==> src/rtl/mux_pkg.sv <==
// Helpers shared by the datapath multiplexers.
// Holds the one-hot to binary index conversion used by the arbiters and muxes.
package mux_pkg;

  localparam int unsigned MAX_N = 32;

  // Callers zero-extend their one-hot vector to MAX_N and truncate the result to their own index width.
  function automatic logic [31:0] onehot_to_idx(input logic [MAX_N-1:0] onehot);
    logic [31:0] idx;
    idx = '0;
    for (int i = 0; i < MAX_N; i++) begin
      if (onehot[i]) idx = idx | 32'(i);
    end
    return idx;
  endfunction

endpackage

==> src/rtl/rr_arbiter.sv <==
// N-way arbiter: round-robin from a rotating pointer, or fixed priority with the lowest index winning.
// The pointer moves past the granted channel only when the caller reports a transfer via advance.
module rr_arbiter #(
  parameter int N  = 3,
  parameter bit RR = 1'b1
) (
  input  logic         clk,
  input  logic         reset,
  input  logic [N-1:0] req,
  input  logic         advance,
  output logic [N-1:0] grant
);
  import mux_pkg::*;

  localparam int SELW = $clog2(N);

  logic [SELW-1:0] ptr;
  logic [SELW-1:0] grant_idx;

  assign grant_idx = SELW'(onehot_to_idx(MAX_N'(grant)));

  // Scan the channels starting at ptr, wrapping to 0, and grant the first requester found.
  always_comb begin
    int   idx;
    logic found;
    grant = '0;
    found = 1'b0;
    idx   = 0;
    for (int off = 0; off < N; off++) begin
      idx = RR ? int'(ptr) + off : off;
      if (idx >= N) idx = idx - N;
      if (!found && req[idx]) begin
        grant[idx] = 1'b1;
        found      = 1'b1;
      end
    end
  end

  // Wrap explicitly at N-1 so that the pointer never takes a value >= N when N is not a power of two.
  always_ff @(posedge clk) begin
    if (reset) begin
      ptr <= '0;
    end else if (RR && advance) begin
      ptr <= (grant_idx == SELW'(N - 1)) ? '0 : grant_idx + 1'b1;
    end
  end

endmodule

==> src/rtl/rr_arb_mux.sv <==
// Arbitrated N-way multiplexer with a registered output stage for shared cpu ports.
// One granted channel per cycle is loaded into the output register when it is empty or draining.
module rr_arb_mux #(
  parameter  int WIDTH = 8,
  parameter  int N     = 3,
  parameter  bit RR    = 1'b1,
  localparam int SELW  = $clog2(N)
) (
  input  logic               clk,
  input  logic               reset,
  input  logic [N-1:0]       in_valid,
  input  logic [N*WIDTH-1:0] in_data,
  output logic [N-1:0]       in_ready,
  output logic               out_valid,
  output logic [WIDTH-1:0]   out_data,
  output logic [SELW-1:0]    out_sel,
  input  logic               out_ready
);
  import mux_pkg::*;

  logic [N-1:0]    grant;
  logic [SELW-1:0] grant_idx;
  logic            can_load;
  logic            in_xfer;

  // in_ready is derived only from the grant and the register state, so it never depends on out_data.
  assign can_load  = !out_valid || out_ready;
  assign in_ready  = (can_load && !reset) ? grant : '0;
  assign in_xfer   = |(in_valid & in_ready);
  assign grant_idx = SELW'(onehot_to_idx(MAX_N'(grant)));

  rr_arbiter #(
    .N  (N),
    .RR (RR)
  ) u_arbiter (
    .clk     (clk),
    .reset   (reset),
    .req     (in_valid),
    .advance (in_xfer),
    .grant   (grant)
  );

  // A reload takes priority over a drain, so a simultaneous output and input transfer keeps out_valid high.
  always_ff @(posedge clk) begin
    if (reset) begin
      out_valid <= 1'b0;
      out_data  <= '0;
      out_sel   <= '0;
    end else if (in_xfer) begin
      out_valid <= 1'b1;
      out_data  <= in_data[grant_idx*WIDTH +: WIDTH];
      out_sel   <= grant_idx;
    end else if (out_ready) begin
      out_valid <= 1'b0;
    end
  end

endmodule
==> config.mk <==
export PLATFORM = sky130hd
export DESIGN_NAME = rr_arb_mux
export DESIGN_NICKNAME = d
export VERILOG_FILES = /design/src/rtl/mux_pkg.sv /design/src/rtl/rr_arbiter.sv /design/src/rtl/rr_arb_mux.sv
export SDC_FILE = /design/constraint.sdc
export NUM_CORES = 1
export LEC_CHECK = 0
export CAP_MARGIN = 20
export CORE_MARGIN = 5
export CORE_UTILIZATION = 45
export DETAILED_ROUTE_END_ITERATION = 8
export GPL_TIMING_DRIVEN = 0
export PLACE_DENSITY = 0.88
export SLEW_MARGIN = 20
export SYNTH_ARGS = -nofsm -noshare
export SYNTH_HDL_FRONTEND = slang
export SYNTH_SLANG_ARGS = --single-unit
==> constraint.sdc <==
create_clock -name clk -period 3.73 [get_ports clk]
set_clock_uncertainty 0.1 [all_clocks]
set_input_delay 0.373 -clock clk [delete_from_list [all_inputs] [get_ports clk]]
set_output_delay 0.373 -clock clk [all_outputs]
set_load 0.01 [all_outputs]
* Word level (Yosys, flattened, before mapping)
Index checks and enable logic that the tools add are counted.
Widths: inputs -> output; s select.
** Operators by class
- Bitwise gates (word level) :: 3
- $mul :: 0
- Order comparisons :: 9
- Equal/unequal tests :: 1
- Shifts and indexed selects :: 1
- Div/mod/pow operators :: 0
- Add/subtract/negate cells :: 6
- Mux-type cells :: 29
- Reduce and logical (&&, ||, !) cells :: 13
** Operator list (number)
- $ge 32x1->1 const B :: 3
- $lt 32x4->1 const B :: 3
- $mux 32 :: 3
- $ge 32x3->1 const B :: 2
- $sub 32x3->32 const B :: 2
- $shiftx 24x6->8 :: 1
- $mux 1 :: 14
- $mux 3 :: 4
- $bmux 1 s2 :: 3
- $demux 1 s2 :: 3
- $logic_and 1x1->1 :: 6
- $or 3x3->3 :: 2
- $logic_not 1->1 :: 4
- $mux 2 :: 2
- $add 2x1->3 const B :: 1
- $add 2x2->3 const B :: 1
- $and 3x3->3 :: 1
- $reduce_or 3->1 :: 1
- $sub 2x2->3 const B :: 1
- $add 2x1->2 const B :: 1
- $eq 2x2->1 const B :: 1
- $ge 2x2->1 const B :: 1
- $reduce_bool 2->1 :: 1
- $logic_or 1x1->1 :: 1
** Storage, ports and cells
- Memories kept :: 0
- Memory bits (writable) :: 0
- Input port bits :: 30
- Latch bits :: 0
- Register bits :: 13
- Bits in read-only memories :: 0
- Output and inout port bits :: 14

* Logic depth before layout (Yosys ltp)
Gate-level depths: netlist of run 1.
- Word-level depth :: 16
- Depth in mapped cells :: 11
- Gate-level depth less buffers :: 8

* Hierarchy
Synthesis of run 1 repeated with hierarchy kept, for this count alone.
** Unflattened totals
- Cell total of the unflattened synthesis :: 124
- Area total of the unflattened synthesis :: 1073.5 um^2
** Modules (own cells, without submodules)
- rr_arb_mux :: seq. area each 220.2 um^2, instances 1, area each 693.2 um^2, cells an instance 75
- rr_arbiter :: seq. area each 40.0 um^2, instances 1, area each 380.4 um^2, cells an instance 49

* Least setup slack after synthesis of run 1
No wires, ideal clock.
- Path type :: reg-to-output
- Start :: register u_arbiter.ptr[1]
- End :: output port in_ready[1]
- Required time :: 3.257 ns
- Stages on the path, launching flop included :: 12
- Path slack :: 1.371 ns
- Arrival time :: 1.886 ns
- Path through :: dfxtp_1 > inv_1 > ha_1 > buf_6 > mux2i_1 > mux2i_2 > and2_1 > buf_6 > or2_2 > buf_2 > nand2_1 > inv_1
** Between the ends
- Cells in the longest elaborated chain, start to end :: 13
- Elaborated cells between the ends (all ways) :: 47
** Ends and longest elaborated chain
- start, declared :: RTL line rr_arbiter.sv:17 : logic [SELW-1:0] ptr;
- start signal, assigned :: RTL line rr_arbiter.sv:44 : ptr <= (grant_idx == SELW'(N - 1)) ? '0 : grant_idx + 1'b1;
- parallel branches: the longest is 11 deep, another holds $sub 32x3->32
- $mux 3 * :: RTL line rr_arbiter.sv:32 : if (!found && req[idx]) begin
- $mux 3 * :: RTL line rr_arb_mux.sv:28 : assign in_ready = (can_load && !reset) ? grant : '0;
- end, declared :: RTL line rr_arb_mux.sv:13 : output logic [N-1:0] in_ready,
Every way passes the cells marked *. The select of a mux whose other input is x is not followed.

* Worst setup path after layout of run 1
Ends and elaborated chain as after synthesis.

==> out/summary.md, run 1 <==
The tools report the total CTS buffers as 3. The routed design has 3459 um of wire. Largest net degree at the start of global routing: 11. For flop-to-flop paths, the worst setup slack is 1.09 ns. After layout, the minimum clock period comes to 3.386 ns. The hold violation count in the final report was 0. By area the synthesized netlist is led by sky130_fd_sc_hd__dfxtp_1 (22%), sky130_fd_sc_hd__nor3b_1 (10%), sky130_fd_sc_hd__mux2i_1 (8.5%). 44 I/O pins were placed. STA classifies the critical path endpoint as an output pin. After synthesis the cells add up to 1179 sq um.

The number of synthesized register bits came out at 13. The tools report the final instance area as 1664 sq um. The logs give 0 for the number of warnings issued by yosys and 1 for the number of levels in the clock H-tree. For the required arrival time at the worst endpoint, the log shows 3.26 ns. The logs give 1233 for the number of global-route vias before repair and 0 for the count of maximum capacitance violations. When the netlist entered floorplanning its net count stood at 172. For the synthesized instance count, the log shows 138.

For this run, the detailed router's first-pass iteration total came to 4. The clock drives 13 sinks. Setup violations remaining at the end of the flow were counted as 0. For the worst relative slew slack, the log shows 62.15%. TritonCTS built the clock tree. The final total power is 545.2 uW. The number of antenna repair diodes is 0, and the overall fraction of global-route tracks in use is 19.03%. The total core area was 2500 sq um. The tools report the number of max-slew violations in the final report as 0.

The longest clock path from root to sink contains 2 buffers. The share of the Yosys chip area taken by registers is 22.08%. The number of distinct standard cells referenced by the synthesized netlist was 42; the average instance area after synthesis was 8.541 sq um. At the end of the flow, the number of nets in the layout was 219. STA classifies the critical path startpoint as a flip-flop. The commonest cells after synthesis are sky130_fd_sc_hd__nor3b_1 (16), sky130_fd_sc_hd__dfxtp_1 (13), sky130_fd_sc_hd__mux2i_1 (10). The number of cells upsized or downsized after cts is 0, and the number of I/O port buffers is 42.

For this run the aggregate overflow at the end of global routing stands at 0. The main flop type after synthesis was sky130_fd_sc_hd__dfxtp_1. The die extent in x is 61.18 um, and the number of buffers inserted by post-CTS setup repair is 0.

At the later pin of the worst-skew pair, clock insertion delay measures 0.28 ns. The fraction of synthesis flops using an asynchronous set or reset pin is 0%, and the maximum fanout along the worst path is 10. The die covers 3742 sq um.

Power spread over the standard cell area amounts to 327.6 nW/um^2. The synthesized design contains 0 enable-type register cells. The total via count after detailed routing was 1282; the register clock-pin slew on the reported worst setup and hold paths was 0.09 ns. Fraction of layout cells with a size suffix above 1: 12.50%. The number of antenna violations at the first check in global routing was 0. The measured slew at the worst slew-check pin was 0.5604 ns.

Once the floorplan was initialized, standard cells occupied 47.15% of the core. The first global-routing pass estimated 5402 um of wire. Setup repair after global routing left no endpoint under its margin. The run gives 0.8397 as the global placer's final weighted congestion.

The placed instances occupy a cell area of 1637 sq um. Dividing the detail-routed via count by the number of cells gives 5.991. The run finished with clean final reports. Setup total negative slack on the finished layout was measured at 0 ns.

Measured along the y axis, the die boundary spans 61.18 um. The number of core rows was 18. Of all cell types, the one taking the most synthesized area is sky130_fd_sc_hd__dfxtp_1. At the worst endpoint, the arrival time is 2.91 ns. The run gives 0 as the number of remaining DRC errors. Hold repair after CTS inserted 0 buffers. The worst path uses 90.78% of the clock period.

The portion of synthesized cell area occupied by the leading cell type works out to 22.08%. The clock tree root driver cell was sky130_fd_sc_hd__clkbuf_4. The cell with the most instances after synthesis is sky130_fd_sc_hd__nor3b_1.

The tools report the DRC violation total after the first TritonRoute iteration as 59. The run gives 0.6840 nW as the static leakage power. The signed area change from the synthesized netlist to the final layout was 41.19%; the wire length per cell was 16.16 um. The worst ir drop on vdd was 0.2532 mV.

The maximum clock frequency was 295.3 MHz. The logs give 0 for the count of antenna-violating nets left after detailed routing and 2711 um for the half-perimeter wire length after detailed placement. Hold is met by 0.4010 ns. The critical path is of the flip-flop to output pin type.

The class of the tightest hold or removal check is flip-flop to flip-flop.
worst paths after layout:
| check | startpoint | end | cells after the start |
|---|---|---|---|
| hold reg to reg | out_sel[0]$_SDFFE_PP0P_ | out_sel[0]$_SDFFE_PP0P_ | 2 |
| setup / recovery | u_arbiter.ptr[1]$_SDFFE_PP0P_ | in_ready[1] | 12 |
| setup reg to reg | u_arbiter.ptr[0]$_SDFFE_PP0P_ | out_data[2]$_SDFFE_PP0P_ | 9 |
| hold / removal | out_sel[0]$_SDFFE_PP0P_ | out_sel[0]$_SDFFE_PP0P_ | 2 |
cell usage in the layout (no fill, tap or decap), types with 2 or more instances in the layout:
cell / synthesis / final
sky130_fd_sc_hd__nand3_1: 9 / 9
sky130_fd_sc_hd__dfxtp_1: 13 / 13
sky130_fd_sc_hd__nand4_1: 3 / 3
sky130_fd_sc_hd__o211ai_1: 3 / 3
sky130_fd_sc_hd__buf_4: 6 / 6
sky130_fd_sc_hd__a21oi_1: 6 / 6
sky130_fd_sc_hd__inv_1: 6 / 6
sky130_fd_sc_hd__nor3_1: 2 / 2
sky130_fd_sc_hd__o211a_1: 4 / 4
sky130_fd_sc_hd__nor2_1: 3 / 3
sky130_fd_sc_hd__nand2b_1: 3 / 3
sky130_fd_sc_hd__mux2i_1: 10 / 10
sky130_fd_sc_hd__buf_2: 3 / 3
sky130_fd_sc_hd__ha_1: 4 / 4
sky130_fd_sc_hd__nor4_1: 9 / 9
sky130_fd_sc_hd__nor2b_1: 3 / 3
sky130_fd_sc_hd__clkbuf_4: 0 / 3
sky130_fd_sc_hd__nand2_1: 3 / 3
sky130_fd_sc_hd__buf_6: 2 / 2
sky130_fd_sc_hd__clkdlybuf4s50_1: 0 / 42
sky130_fd_sc_hd__nor3b_1: 16 / 16
sky130_fd_sc_hd__a311oi_1: 8 / 8
report_power, final:
group | total, mW | internal (mW) | switching (mW)
logic | 0.287 | 0.147 | 0.139
registers | 0.171 | 0.159 | 0.0121
clock network | 0.0874 | 0.0398 | 0.0475
worst max-delay path: stages, from the launching register on:
cell	delay [ns]
sky130_fd_sc_hd__dfxtp_1	0.40
sky130_fd_sc_hd__inv_1	0.08
sky130_fd_sc_hd__ha_1	0.19
sky130_fd_sc_hd__buf_6	0.14
sky130_fd_sc_hd__mux2i_1	0.12
sky130_fd_sc_hd__mux2i_2	0.30
sky130_fd_sc_hd__and2_1	0.22
sky130_fd_sc_hd__buf_6	0.15
sky130_fd_sc_hd__or2_2	0.11
sky130_fd_sc_hd__buf_2	0.21
sky130_fd_sc_hd__nand2_1	0.09
sky130_fd_sc_hd__inv_1	0.06
sky130_fd_sc_hd__clkdlybuf4s50_1	0.55
layer usage:
layer	vias to the layer above	routed length, um	track usage [%]
li1	625	-	-
met1	588	1417	22.63
met2	59	1676	32.63
met3	10	267	5.451
met4	0	98	6.502
met5	-	0	0
state kept, by name (all words and copies together), names as in the netlist:
name,flops
out_data,8
out_sel,2
out_valid,1
u_arbiter.ptr,2
per-stage QoR:
step | setup WS (ns) | util [%] | std cells
global placement | 0.5515 | 65.47 | 210
global route | 0.1575 | 66.57 | 214
floorplan | 1.371 | - | 138
finish | 0.3441 | 66.57 | 214
CTS | 0.3512 | 66.57 | 214
detailed placement | 0.4669 | 65.47 | 210
cells by family (layout without fill, tap and decap cells):
kind of cell / count (synthesis) / count (layout) / synth area share [%]
multiplexers: 12 / 12 / 10.62
AND/OR/NAND/NOR: 58 / 58 / 31.00
AO/OA/AOI/OAI: 31 / 31 / 21.66
buffers and inverters: 20 / 66 / 10.40
adder cells (fa/ha/maj): 4 / 4 / 4.246
flip-flops: 13 / 13 / 22.08
area by class of cell:
type | instances | area (sq um)
clock inverter | 1 | 5.005
sequential | 13 | 260.3
buffer | 14 | 100.1
fill | 212 | 835.8
multi-input combinational | 105 | 795.8
tap | 30 | 37.54
clock buffer | 3 | 22.52
timing repair buffer | 42 | 420.4
inverter | 6 | 22.52
Note: power is estimated with default switching activity, not from simulation.
==> run 2, diff against run 1 <==
--- a/config.mk
+++ b/config.mk
@@ -7,10 +7,11 @@
 export LEC_CHECK = 0
 export CAP_MARGIN = 20
 export CORE_MARGIN = 5
-export CORE_UTILIZATION = 45
+export CORE_UTILIZATION = 47
 export DETAILED_ROUTE_END_ITERATION = 8
 export GPL_TIMING_DRIVEN = 0
-export PLACE_DENSITY = 0.88
+export PLACE_DENSITY = 0.91
+export SETUP_SLACK_MARGIN = 0.02
 export SLEW_MARGIN = 20
 export SYNTH_ARGS = -nofsm -noshare
 export SYNTH_HDL_FRONTEND = slang
==> run 2 against run 1 <==
Critical path depth down 4. Fmax grew 0.78%. Design area is essentially flat. Combinational power barely moved. Flip-flop and latch count unchanged. Power grew 0.14%. Register-to-register slack worse by 0.15 ns. Critical path type unchanged. Critical endpoint is now in_ready[2]. Largest power group unchanged.
==> out/summary.md, run 2 (synthesis results as in run 1) <==
For the number of levels in the clock H-tree, the log shows 1 (unchanged). The logs give 347.6 uW (+0.47%) for the internal power contribution and 18 (unchanged) for the number of core rows. The number of remaining DRC errors came out at 0 (unchanged). The height of the die came out at 60.08 um (-1.8%). For the number of antenna repair diodes, the log shows 0 (unchanged).

Total congestion overflow after global routing: 0 (unchanged). Switching part of the total power: 36.32% (-0.21 points). Fraction of layout cells with a size suffix above 1: 11.96% (-0.54 points). The kind of capture point of the worst setup path is an output pin. The run gives 0 (unchanged) as the hold violation count in the final report. Number of vias per cell: 6.009 (+0.31%).

The largest registers in the layout are out_data: 8 flops, out_sel: 2 flops, u_arbiter.ptr: 2 flops. For the number of failing setup endpoints in the final timing report, the log shows 0 (unchanged). The tree is rooted in a sky130_fd_sc_hd__clkbuf_4.

The logs give 11 (unchanged) for the largest net degree at the start of global routing and 0.3704 ns (+0.02634 ns) for the worst-case setup margin in the final layout. In the layout the commonest cells are sky130_fd_sc_hd__clkdlybuf4s50_1 (42), sky130_fd_sc_hd__nor3b_1 (16), sky130_fd_sc_hd__dfxtp_1 (13). The flip-flop count of the largest register, all copies and words added was 8 (unchanged). The run gives 3 (unchanged) as the total CTS buffers. Ratio of total power to cell area: 328.3 nW/um^2 (+0.21%). Start-to-end type of the worst setup path: flip-flop to output pin.

The number of I/O port buffers came out at 42 (unchanged). The flow ran to the end, and the final reports show no timing, DRC or antenna violations. The number of sinks driven by the clock tree came out at 13 (unchanged). The met1 wire length was 1353 um (-4.5%). For the wire length after detailed routing, the log shows 3460 um (about the same). The highest layer touched by signal routing is met4. The wire length of the first global-routing pass was 5851 um (+8.3%).

The tightest min-delay check is of the flip-flop to flip-flop type. Leaving out fill and tap cells, the most frequent cell in the layout is sky130_fd_sc_hd__clkdlybuf4s50_1. The run gives 214 (unchanged) as the final standard cell count with taps included and fillers excluded. The number of buffers inserted by post-CTS setup repair was 0 (unchanged); the number of antenna violations at the first check in global routing was 0 (unchanged). For the required arrival time at the worst endpoint, the log shows 3.26 ns (about the same). The final instance area is 1663 sq um (about the same), and the clock power share is 16.2% (+0.2 points). Signed area change from the synthesized netlist to the final layout: 41.08% (about the same).

Setup repair after global routing left no endpoint under its margin. The global placer's final weighted congestion is 0.8328 (-0.82%), and the register clock-pin slew on the reported worst setup and hold paths is 0.08 ns (about the same). The cell total after placement was 210 (unchanged).

The final total power came out at 545.9 uW (+0.14%). The half-perimeter wire length after detailed placement is 2774 um (+2.3%). Time the worst path needs with I/O delays and setup: 3.360 ns (-0.02634 ns).

The maximum clock frequency is 297.7 MHz (+0.78%), and the total via count after detailed routing is 1286 (+0.31%). The part of the power in combinational logic was 52.2% (-0.4 points); the worst path arrival time was 2.89 ns (-0.02 ns). The final period utilization works out to 90.07% (-0.71 points). The logs give 224 um (-16%) for the amount of wire on met3 after detailed routing and 68 (+15%) for the DRC violation total after the first TritonRoute iteration.

For the overall fraction of global-route tracks in use, the log shows 20.96% (+1.9 points). The tools report the wire length on met2 as 1815 um (+8.3%). The initial core utilization came out at 48.46% (+1.3 points). Critical path startpoint category: a flip-flop. The setup total negative slack was 0 ns (unchanged); the first-pass iteration count of the detailed router was 4 (unchanged).

The number of hold buffers added after cts is 0 (unchanged), and the count of maximum capacitance violations is 0 (unchanged). The wire length per cell is 16.17 um (about the same). The tools report the maximum number of buffers from clock root to sink as 2 (unchanged). The measured slew at the worst slew-check pin was 0.5518 ns (-0.008667 ns); the static leakage power was 0.6812 nW (-0.40%). The die extent in x is 60.08 um (-1.8%).

Total number of nets in the final design: 219 (unchanged). The logs give 31.6% (+0.2 points) for the relative contribution of sequential cells to total power and 0 (unchanged) for the count of antenna-violating nets left after detailed routing. The maximum fanout along the worst path was 10 (unchanged); the number of max-slew violations in the final report was 0 (unchanged). Register with the highest flop count: out_data. The number of fill cells was 195 (-8.0%). The utilization after layout is 68.36% (+1.8 points). The run gives 0.2966 mV (+17%) as the worst ir drop on vdd.

The post-placement worst setup slack was 0.5083 ns (+0.04141 ns); the worst relative slew slack was 62.73% (+0.59 points). The number of cells upsized or downsized after cts was 0 (unchanged). The run gives 0.3896 ns (-0.01142 ns) as the worst hold slack. The switching power total is 198.3 uW (-0.44%). TritonCTS built the clock tree. The tools report the clock latency on the worst-skew pair as 0.28 ns (about the same). The run gives 44 (unchanged) as the number of ports placed on the die boundary. The logs give 1361 (+10%) for the number of global-route vias before repair and 2432 sq um (-2.7%) for the total core area.

The area enclosed by the die boundary was 3609 sq um (-3.6%). The tools report the area after detailed placement as 1637 sq um (unchanged).
run 2: critical path: stages (launching register included):
cell	delay, ns
sky130_fd_sc_hd__dfxtp_1	0.40
sky130_fd_sc_hd__inv_1	0.08
sky130_fd_sc_hd__ha_1	0.38
sky130_fd_sc_hd__mux2i_1	0.17
sky130_fd_sc_hd__o41ai_1	0.55
sky130_fd_sc_hd__a21oi_1	0.12
sky130_fd_sc_hd__buf_4	0.21
sky130_fd_sc_hd__nor2b_1	0.15
sky130_fd_sc_hd__clkdlybuf4s50_1	0.55
run 2: layer usage:
metal  up-vias  track usage (%)
li1        629                -
met5         -                0
met2        49            39.20
met4         0            6.329
met1       602            22.31
met3         6            6.048
run 2: final timing paths:
path | endpoint | cells after the start | startpoint | slack, ns
setup / recovery | in_ready[2] | 8 | u_arbiter.ptr[0]$_SDFFE_PP0P_ | 0.37
hold / removal | out_sel[0]$_SDFFE_PP0P_ | 2 | out_sel[0]$_SDFFE_PP0P_ | 0.39
setup reg to reg | out_data[0]$_SDFFE_PP0P_ | 9 | u_arbiter.ptr[0]$_SDFFE_PP0P_ | 0.94
hold reg to reg | out_sel[0]$_SDFFE_PP0P_ | 2 | out_sel[0]$_SDFFE_PP0P_ | 0.39
run 2: power groups by stage:
| stage | sequential, mW | clock, mW | combinational [mW] |
|---|---|---|---|
| 3_5_place_dp | 0.174 | 0 | 0.283 |
| 3_3_place_gp | 0.173 | 0 | 0.272 |
| 6_report | 0.172 | 0.0886 | 0.285 |
| 5_1_grt | 0.175 | 0.0983 | 0.309 |
| 2_1_floorplan | 0.181 | 0 | 0.165 |
| 4_1_cts | 0.172 | 0.0924 | 0.285 |
run 2: layout make-up:
type | instances | area, sq um | area share (%)
repair buffers | 42 | 420.4 | 25.28
well taps | 30 | 37.54 | 2.257
plain buffers | 14 | 100.1 | 6.020
clock buffers | 4 | 26.28 | 1.580
multi-input cells | 105 | 795.8 | 47.86
flip-flops and latches | 13 | 260.3 | 15.65
inverters | 6 | 22.52 | 1.354
